--- src/rtl/rom_loader_pkg.sv ---
// rtl/rom_loader_pkg.sv - shared widths and loader state encoding
package rom_loader_pkg;

  localparam int ADDR_BUS_WIDTH = 64;
  localparam int INST_WIDTH     = 32;

  typedef enum logic [2:0] {
    LDR_IDLE,
    LDR_LEN,
    LDR_DATA,
    LDR_DONE,
    LDR_ERROR
  } ldr_state_e;

endpackage

--- src/rtl/rom_loader.sv ---
// rtl/rom_loader.sv - boot loader: byte stream -> instruction ROM words, holds core in reset until loaded
module rom_loader
  import rom_loader_pkg::*;
#(
  parameter int unsigned               ROM_DEPTH      = 4096,
  parameter logic [ADDR_BUS_WIDTH-1:0] BASE_ADDR      = '0,
  parameter int unsigned               TIMEOUT_CYCLES = 1000000
) (
  input  logic                      clk,
  input  logic                      rst_n,
  input  logic                      load_start_i,
  input  logic                      byte_valid_i,
  input  logic [7:0]                byte_data_i,
  output logic                      byte_ready_o,
  output logic                      rom_wr_en_o,
  output logic [ADDR_BUS_WIDTH-1:0] rom_wr_addr_o,
  output logic [INST_WIDTH-1:0]     rom_wr_data_o,
  output logic                      core_rst_n_o,
  output logic                      load_done_o,
  output logic                      load_err_o
);

  ldr_state_e            state_q, state_d;
  logic [1:0]            byte_cnt_q, byte_cnt_d;
  logic [15:0]           len_q, len_d;
  logic [15:0]           word_idx_q, word_idx_d;
  logic [31:0]           to_q, to_d;
  logic [23:0]           asm_q, asm_d;
  logic                  wr_pend_q, wr_pend_d;
  logic [INST_WIDTH-1:0] wr_data_q, wr_data_d;

  logic        accept;
  logic        last_word;
  logic        timeout_hit;
  logic [15:0] len_full;

  assign last_word   = (word_idx_q == len_q - 16'd1);
  assign timeout_hit = (to_q == TIMEOUT_CYCLES - 32'd1);
  assign len_full    = {byte_data_i, len_q[7:0]};

  // Stop taking bytes once the final word is assembled and only its write remains.
  assign byte_ready_o = (state_q == LDR_LEN) ||
                        ((state_q == LDR_DATA) && !(wr_pend_q && last_word));
  assign accept       = byte_valid_i && byte_ready_o;

  assign rom_wr_en_o   = wr_pend_q;
  assign rom_wr_addr_o = BASE_ADDR + ADDR_BUS_WIDTH'({word_idx_q, 2'b00});
  assign rom_wr_data_o = wr_data_q;
  assign core_rst_n_o  = (state_q == LDR_DONE);
  assign load_done_o   = (state_q == LDR_DONE);
  assign load_err_o    = (state_q == LDR_ERROR);

  always_comb begin
    state_d    = state_q;
    byte_cnt_d = byte_cnt_q;
    len_d      = len_q;
    word_idx_d = word_idx_q;
    to_d       = to_q;
    asm_d      = asm_q;
    wr_pend_d  = 1'b0;
    wr_data_d  = wr_data_q;

    if (load_start_i) begin
      state_d    = LDR_LEN;
      byte_cnt_d = 2'd0;
      len_d      = 16'd0;
      word_idx_d = 16'd0;
      to_d       = 32'd0;
      asm_d      = 24'd0;
    end else begin
      case (state_q)
        LDR_LEN: begin
          if (accept) begin
            to_d = 32'd0;
            if (byte_cnt_q == 2'd0) begin
              len_d[7:0] = byte_data_i;
              byte_cnt_d = 2'd1;
            end else begin
              len_d      = len_full;
              byte_cnt_d = 2'd0;
              if (len_full == 16'd0)                   state_d = LDR_DONE;
              else if ({16'd0, len_full} > ROM_DEPTH)  state_d = LDR_ERROR;
              else                                     state_d = LDR_DATA;
            end
          end else if (timeout_hit) begin
            state_d = LDR_ERROR;
          end else begin
            to_d = to_q + 32'd1;
          end
        end
        LDR_DATA: begin
          if (wr_pend_q) begin
            word_idx_d = word_idx_q + 16'd1;
            if (last_word) state_d = LDR_DONE;
          end
          if (accept) begin
            to_d       = 32'd0;
            asm_d      = {asm_q[15:0], byte_data_i};
            byte_cnt_d = byte_cnt_q + 2'd1;
            if (byte_cnt_q == 2'd3) begin
              wr_pend_d = 1'b1;
              wr_data_d = {asm_q, byte_data_i};
            end
          end else if (!(wr_pend_q && last_word)) begin
            if (timeout_hit) state_d = LDR_ERROR;
            else             to_d    = to_q + 32'd1;
          end
        end
        default: ;
      endcase
    end
  end

  always_ff @(posedge clk or negedge rst_n) begin
    if (!rst_n) begin
      state_q    <= LDR_IDLE;
      byte_cnt_q <= 2'd0;
      len_q      <= 16'd0;
      word_idx_q <= 16'd0;
      to_q       <= 32'd0;
      asm_q      <= 24'd0;
      wr_pend_q  <= 1'b0;
      wr_data_q  <= '0;
    end else begin
      state_q    <= state_d;
      byte_cnt_q <= byte_cnt_d;
      len_q      <= len_d;
      word_idx_q <= word_idx_d;
      to_q       <= to_d;
      asm_q      <= asm_d;
      wr_pend_q  <= wr_pend_d;
      wr_data_q  <= wr_data_d;
    end
  end

endmodule

--- config.mk ---
export PLATFORM = sky130hd
export DESIGN_NAME = rom_loader
export DESIGN_NICKNAME = d
export VERILOG_FILES = /design/src/rtl/rom_loader_pkg.sv /design/src/rtl/rom_loader.sv
export SDC_FILE = /design/constraint.sdc
export NUM_CORES = 1
export LEC_CHECK = 0
export ABC_AREA = 1
export BUFFER_PORTS_ARGS = -buffer_cell sky130_fd_sc_hd__buf_2
export CORE_MARGIN = 3
export CORE_UTILIZATION = 30
export DETAILED_ROUTE_END_ITERATION = 8
export PLACE_DENSITY = 0.46
export SKIP_LAST_GASP = 1
export SYNTH_ARGS = -nofsm -noshare
export SYNTH_HDL_FRONTEND = slang
export SYNTH_SLANG_ARGS = --single-unit
--- constraint.sdc ---
create_clock -name clk -period 2.7 [get_ports clk]
set_input_delay 0.27 -clock clk [delete_from_list [all_inputs] [get_ports clk]]
set_output_delay 0.27 -clock clk [all_outputs]
set_load 0.1 [all_outputs]
-- Word-level counts from Yosys, hierarchy flattened
Index checks and enable logic that the tools add are counted.
Widths: inputs -> output; s select.
- bits in registers: 126
- memories kept: 0
- output and inout bits: 101
- word-level logic and storage cells: 87
- ROM bits: 0
- bits in writable memories: 0
- input port bits: 12
- latch bits: 0
- muxes and demuxes: 38
- $add $sub $neg: 4
- multipliers: 0
- order comparisons: 1
- equality and inequality tests: 13
- reduce and logical (&&, ||, !) cells: 21
- bitwise logic cells: 1
- divide/modulo/power cells: 0
- shift operators: 0
- operator list (kind ; count):
    $mux 32 ; 5
    $mux 16 ; 6
    $mux 24 ; 3
    $pmux 32 s2 ; 1
    $mux 3 ; 11
    $add 32x1->32 const B ; 1
    $eq 32x20->1 const B ; 1
    $add 16x1->16 const B ; 1
    $eq 16x16->1 ; 1
    $gt 16x13->1 const B ; 1
    $logic_not 16->1 ; 1
    $mux 8 ; 2
    $sub 16x1->16 const B ; 1
    $ne 4x4->1 const B ; 3
    $reduce_and 3->1 ; 4
    $reduce_bool 2->1 ; 5
    $eq 3x2->1 const B ; 2
    $mux 2 ; 3
    $ne 3x3->1 const B ; 2
    $pmux 3 s2 ; 1
    $reduce_and 2->1 ; 3
    $mux 1 ; 5
    $pmux 2 s2 ; 1
    $reduce_and 4->1 ; 1
    other kinds (11) ; 13

-- Depth between registers and ports, before layout
- word-level depth: 10
- mapped depth: 21
- gate-level depth less buffers: 20

-- Worst setup path after synthesis
No wires, ideal clock.
- path type: reg2reg
- from: register word_idx_q[2]
- to: register wr_data_q[31], in the netlist rom_wr_data_o[31]
- clock period less this slack: 2.843 ns
- arrival: 2.761 ns
- path slack: -0.143 ns
- cell stages (with the launch flop): 19
- data required time: 2.617 ns
- library setup time: 0.083 ns
- buffers on the path: 2
- path through: dfrtp_1 -> inv_1 -> nand3_1 -> nand2_1 -> nor2_1 -> nand3_1 -> nor2_1 -> nand2_1 -> nor2_1 -> nand3_2 -> nand2_2 -> nand2_4 -> nand4_4 -> inv_2 -> nand2_2 -> buf_6 -> buf_6 -> nand2_1 -> o21ai_0
- word-level cells in the longest chain between the ends: 7
- RTL lines (item ; RTL line ; RTL):
    start: declaration ; rom_loader.sv:26 ; logic [15:0] word_idx_q, word_idx_d;
    start signal: assignment ; rom_loader.sv:128 ; word_idx_q <= word_idx_d;
    $eq 16x16->1 ; rom_loader.sv:37 ; assign last_word = (word_idx_q == len_q - 16'd1);
    $logic_and 1x1->1 ; rom_loader.sv:43 ; ((state_q == LDR_DATA) && !(wr_pend_q && last_word));
    $logic_not 1->1 ; -- ;
    $logic_and 1x1->1 ; rom_loader.sv:43 ;
    $logic_or 1x1->1 ; rom_loader.sv:42 ; assign byte_ready_o = (state_q == LDR_LEN) ||
    via byte_ready_o ; rom_loader.sv:14 ; output logic byte_ready_o,
    $logic_and 1x1->1 ; rom_loader.sv:44 ; assign accept = byte_valid_i && byte_ready_o;
    $reduce_and 4->1 (no source line) ; -- ;
    end signal: assignment ; rom_loader.sv:132 ; wr_data_q <= wr_data_d;
    end: declaration ; rom_loader.sv:30 ; logic [INST_WIDTH-1:0] wr_data_q, wr_data_d;
The timed path passes the listed nets, and every way through them passes these cells.
A chain may end at the register's enable or synchronous reset.

-- Worst setup path in the final report
- from: register len_q[1]
- to: output byte_ready_o
- word-level cells in the longest chain between the ends: 6
- RTL lines (item ; RTL line ; RTL):
    start: declaration ; rom_loader.sv:25 ; logic [15:0] len_q, len_d;
    start signal: assignment ; rom_loader.sv:127 ; len_q <= len_d;
    $sub 16x1->16 ; rom_loader.sv:37 ;
    $eq 16x16->1 ; rom_loader.sv:37 ;
    $logic_and 1x1->1 ; rom_loader.sv:43 ;
    $logic_not 1->1 ; -- ;
    $logic_and 1x1->1 ; rom_loader.sv:43 ;
    $logic_or 1x1->1 ; rom_loader.sv:42 ;
    end: declaration ; rom_loader.sv:14 ;
No other way between the ends.

==> results.cfg <==
[status]
status = finished, final reports clean

[power_and_ir_drop]
irDropWorstVdd_mv = 0.401
switching_share_pct = 34.0
power.density_nw_per_um2 = 694
p_leak_nw = 3.97
p_int_mw = 3.78
power_frac_clock_pct = 41.3
switchingPower_mw = 1.95
p_seq_share_pct = 35.3
p_total_mw = 5.73
combPwrFrac_pct = 23.4

[synth]
ys.flop_type = dfrtp_1
syn-cell-area_um2 = 6910
synthCells = 868
async_reset_ff_share_pct = 100
ys_seq_elements = 126
syn_area_per_cell_um2 = 7.96
synth_area_leaders = dfrtp_1 46%, nand2_1 11%, inv_1 5.7%
synth_edf_count = 0
synth_most_common_cell = nand2_1
yosys_warnings = 0
synth_common_cells = 198 x nand2_1, 126 x dfrtp_1, 105 x inv_1
yosys.cell_types.count = 40
synth_top_area_share_pct = 45.6
ys_seq_area_share_pct = 45.6
post-synth-top-area-cell = dfrtp_1

[drt]
drc_errors = 0
first_pass_iters = 4
wire_per_inst_um = 14.5
avgViaCountPerCell = 4.55
dr.first_iter.drc_count = 289
vias = 5705
antenna_left = 0
wl_um = 18100

[cells_and_area]
final_nets = 977
antenna_cells = 0
seqCellArea_um2 = 3170
area_delta_synth_final_pct = 19.5
layout-drive-gt1-share_pct = 19.0
multi_input_area_um2 = 3080
nFillCells = 2368
final_cells = 1253

[setup_path]
critPathLaunchType = register
worstPathRequired_ns = 2.43
criticalPathCategory = reg2out
crit_arrival_ns = 2.38
crit_fanout = 7
crit_path_end_kind = primary output

[sta]
hold_viol_final = 0
rsz0062_at_grt = yes
drv_slew = 0
timing.fmax_mhz = 378
fin_crit_ns = 2.65
finalClockSkew_ns = 0.00968
fin_crit_sh_pct = 98.1
setup_viol = 0

[grt]
grt_pass1_wl_um = 29700
grt-ovfl-total = 0
grt_pass1_vias = 5496
grt_max_degree = 52
globalRouteTotalUtil_pct = 15.1
grt_antenna_before_repair = 0

[cts]
cts.path.max_buffers = 2
clk_pin_slew_ns = 0.06
clock_sinks = 126
numCtsBuffers = 17
clock_latency_ns = 0.42
htree_levels = 4
cts_tree = done
root_buffer = clkbuf_16

[die]
start_util_pct = 31.1
rows = 54
pin_count = 113
die_y_um = 158
die_width_um = 158
dieArea_um2 = 24900
design.core.area_um2 = 22200

[hold_path]
hp-class = in2reg

[run]
cap_violations = 0

[place]
dp.cells = 1215
hpwl_um = 13400
gp_congestion = 0.832
io_buffers = 64
[worst paths after layout]
kind / start / to / slack (ns) / depth (start not counted)
min reg2reg: asm_q[19]$_DFFE_PN0P_ / rom_wr_data_o[27]$_DFFE_PN0P_ / 0.48 / 2
min: byte_data_i[0] / rom_wr_data_o[0]$_DFFE_PN0P_ / 0.17 / 3
min in group asynchronous: rst_n / rom_wr_data_o[27]$_DFFE_PN0P_ / 0.36 / 2
max in group asynchronous: rst_n / len_q[10]$_DFFE_PN0P_ / 1.58 / 3
max reg2reg: len_q[1]$_DFFE_PN0P_ / to_q[2]$_DFFE_PN0P_ / 0.18 / 18
max: len_q[1]$_DFFE_PN0P_ / byte_ready_o / 0.05 / 14
[final cells by class]
cell class,count,area share (%)
flip-flops and latches,126,38.4
multi-input cells,608,37.3
repair buffers,96,7.58
clock buffers,19,5.36
inverters,111,5.17
well taps,280,4.24
clock inverters,13,1.99
[cells by family (layout without fill, tap and decap cells)]
family / count (synthesis) / after routing / synth area share, %
adder cells (fa/ha/maj): 5 / 5 / 0.906
XOR/XNOR: 30 / 30 / 3.80
flip-flops: 126 / 126 / 45.6
buffers and inverters: 181 / 239 / 13.2
other: 1 / 48 / 0.0543
AO/OA/AOI/OAI: 121 / 121 / 9.69
AND/OR/NAND/NOR: 401 / 401 / 26.2
multiplexers: 3 / 3 / 0.489
[state kept, by name, summed over array words and instances, names as in the netlist]
name,count
asm_q,24
rom_wr_en_o,1
rom_wr_data_o,32
state_q,3
word_idx_q,16
to_q,32
byte_cnt_q,2
len_q,16
[critical path, stage by stage, from the launching register on]
cell and delay (ns):
dfrtp_1 0.35, inv_1 0.12, buf_4 0.15, nand3_4 0.10, nor2_4 0.21, nand2_1 0.08, nand2_1 0.09, nand2_1 0.05
nand2_1 0.06, nand2_1 0.06, nor2_2 0.16, nand3_2 0.13, nand2_4 0.11, nand2_8 0.09, buf_12 0.18
[stage by stage]
stage	util (%)	cell area (µm²)	setup TNS [ns]	hold slack, ns	setup slack (ns)
final	37.1	8260	0	0.166	0.0517
after global routing	37.1	8260	-0.326	0.175	-0.149
after global placement	33.9	7520	0	0.246	0.178
after CTS	36.6	8150	0	0.155	0.00419
after detailed placement	33.9	7520	0	0.247	0.116
after floorplan	-	7110	0	-0.0256	0.0662
[power by group through the flow]
stage          logic [mW]  registers (mW)  clock network [mW]
2_1_floorplan        1.01            2.04                   0
3_3_place_gp         1.23            2.05                   0
3_5_place_dp         1.24            2.05                   0
4_1_cts              1.25            2.02                2.42
5_1_grt              1.47            2.03                2.50
6_report             1.34            2.02                2.37
[per-layer routing]
layer / part of all wire, % / global-route usage (%) / up-vias
met4: 0.52 / 3.64 / 0
met5: 0 / 0 / -
met1: 49 / 20.8 / 2693
met2: 47 / 24.3 / 92
met3: 3.2 / 3.23 / 8
li1: - / - / 2912
[cell usage in the layout, fill, tap and decap left out, drive strengths merged, types with 5 or more instances in the layout]
master / n
a21oi: 20
nand3: 55
nand2: 206
xnor2: 8
xor2: 22
o22ai: 19
clkbuf: 19
ha: 5
buf: 95
inv: 113
nor2: 82
clkinv: 6
nor3: 20
nor4: 9
dfrtp: 126
conb: 48
nand4: 26
o21ai: 75
[timing repair]
| action | CTS | global route |
|---|---|---|
| setup endpoints to repair | 1 | 81 |
| setup buffers | 0 | 5 |
| resized for setup | 2 | 21 |
| hold buffers | 1 | 0 |
| pin swaps | 0 | 9 |
| hold endpoints to repair | 46 | 0 |
No activity file was read; power rests on OpenSTA's default activity.
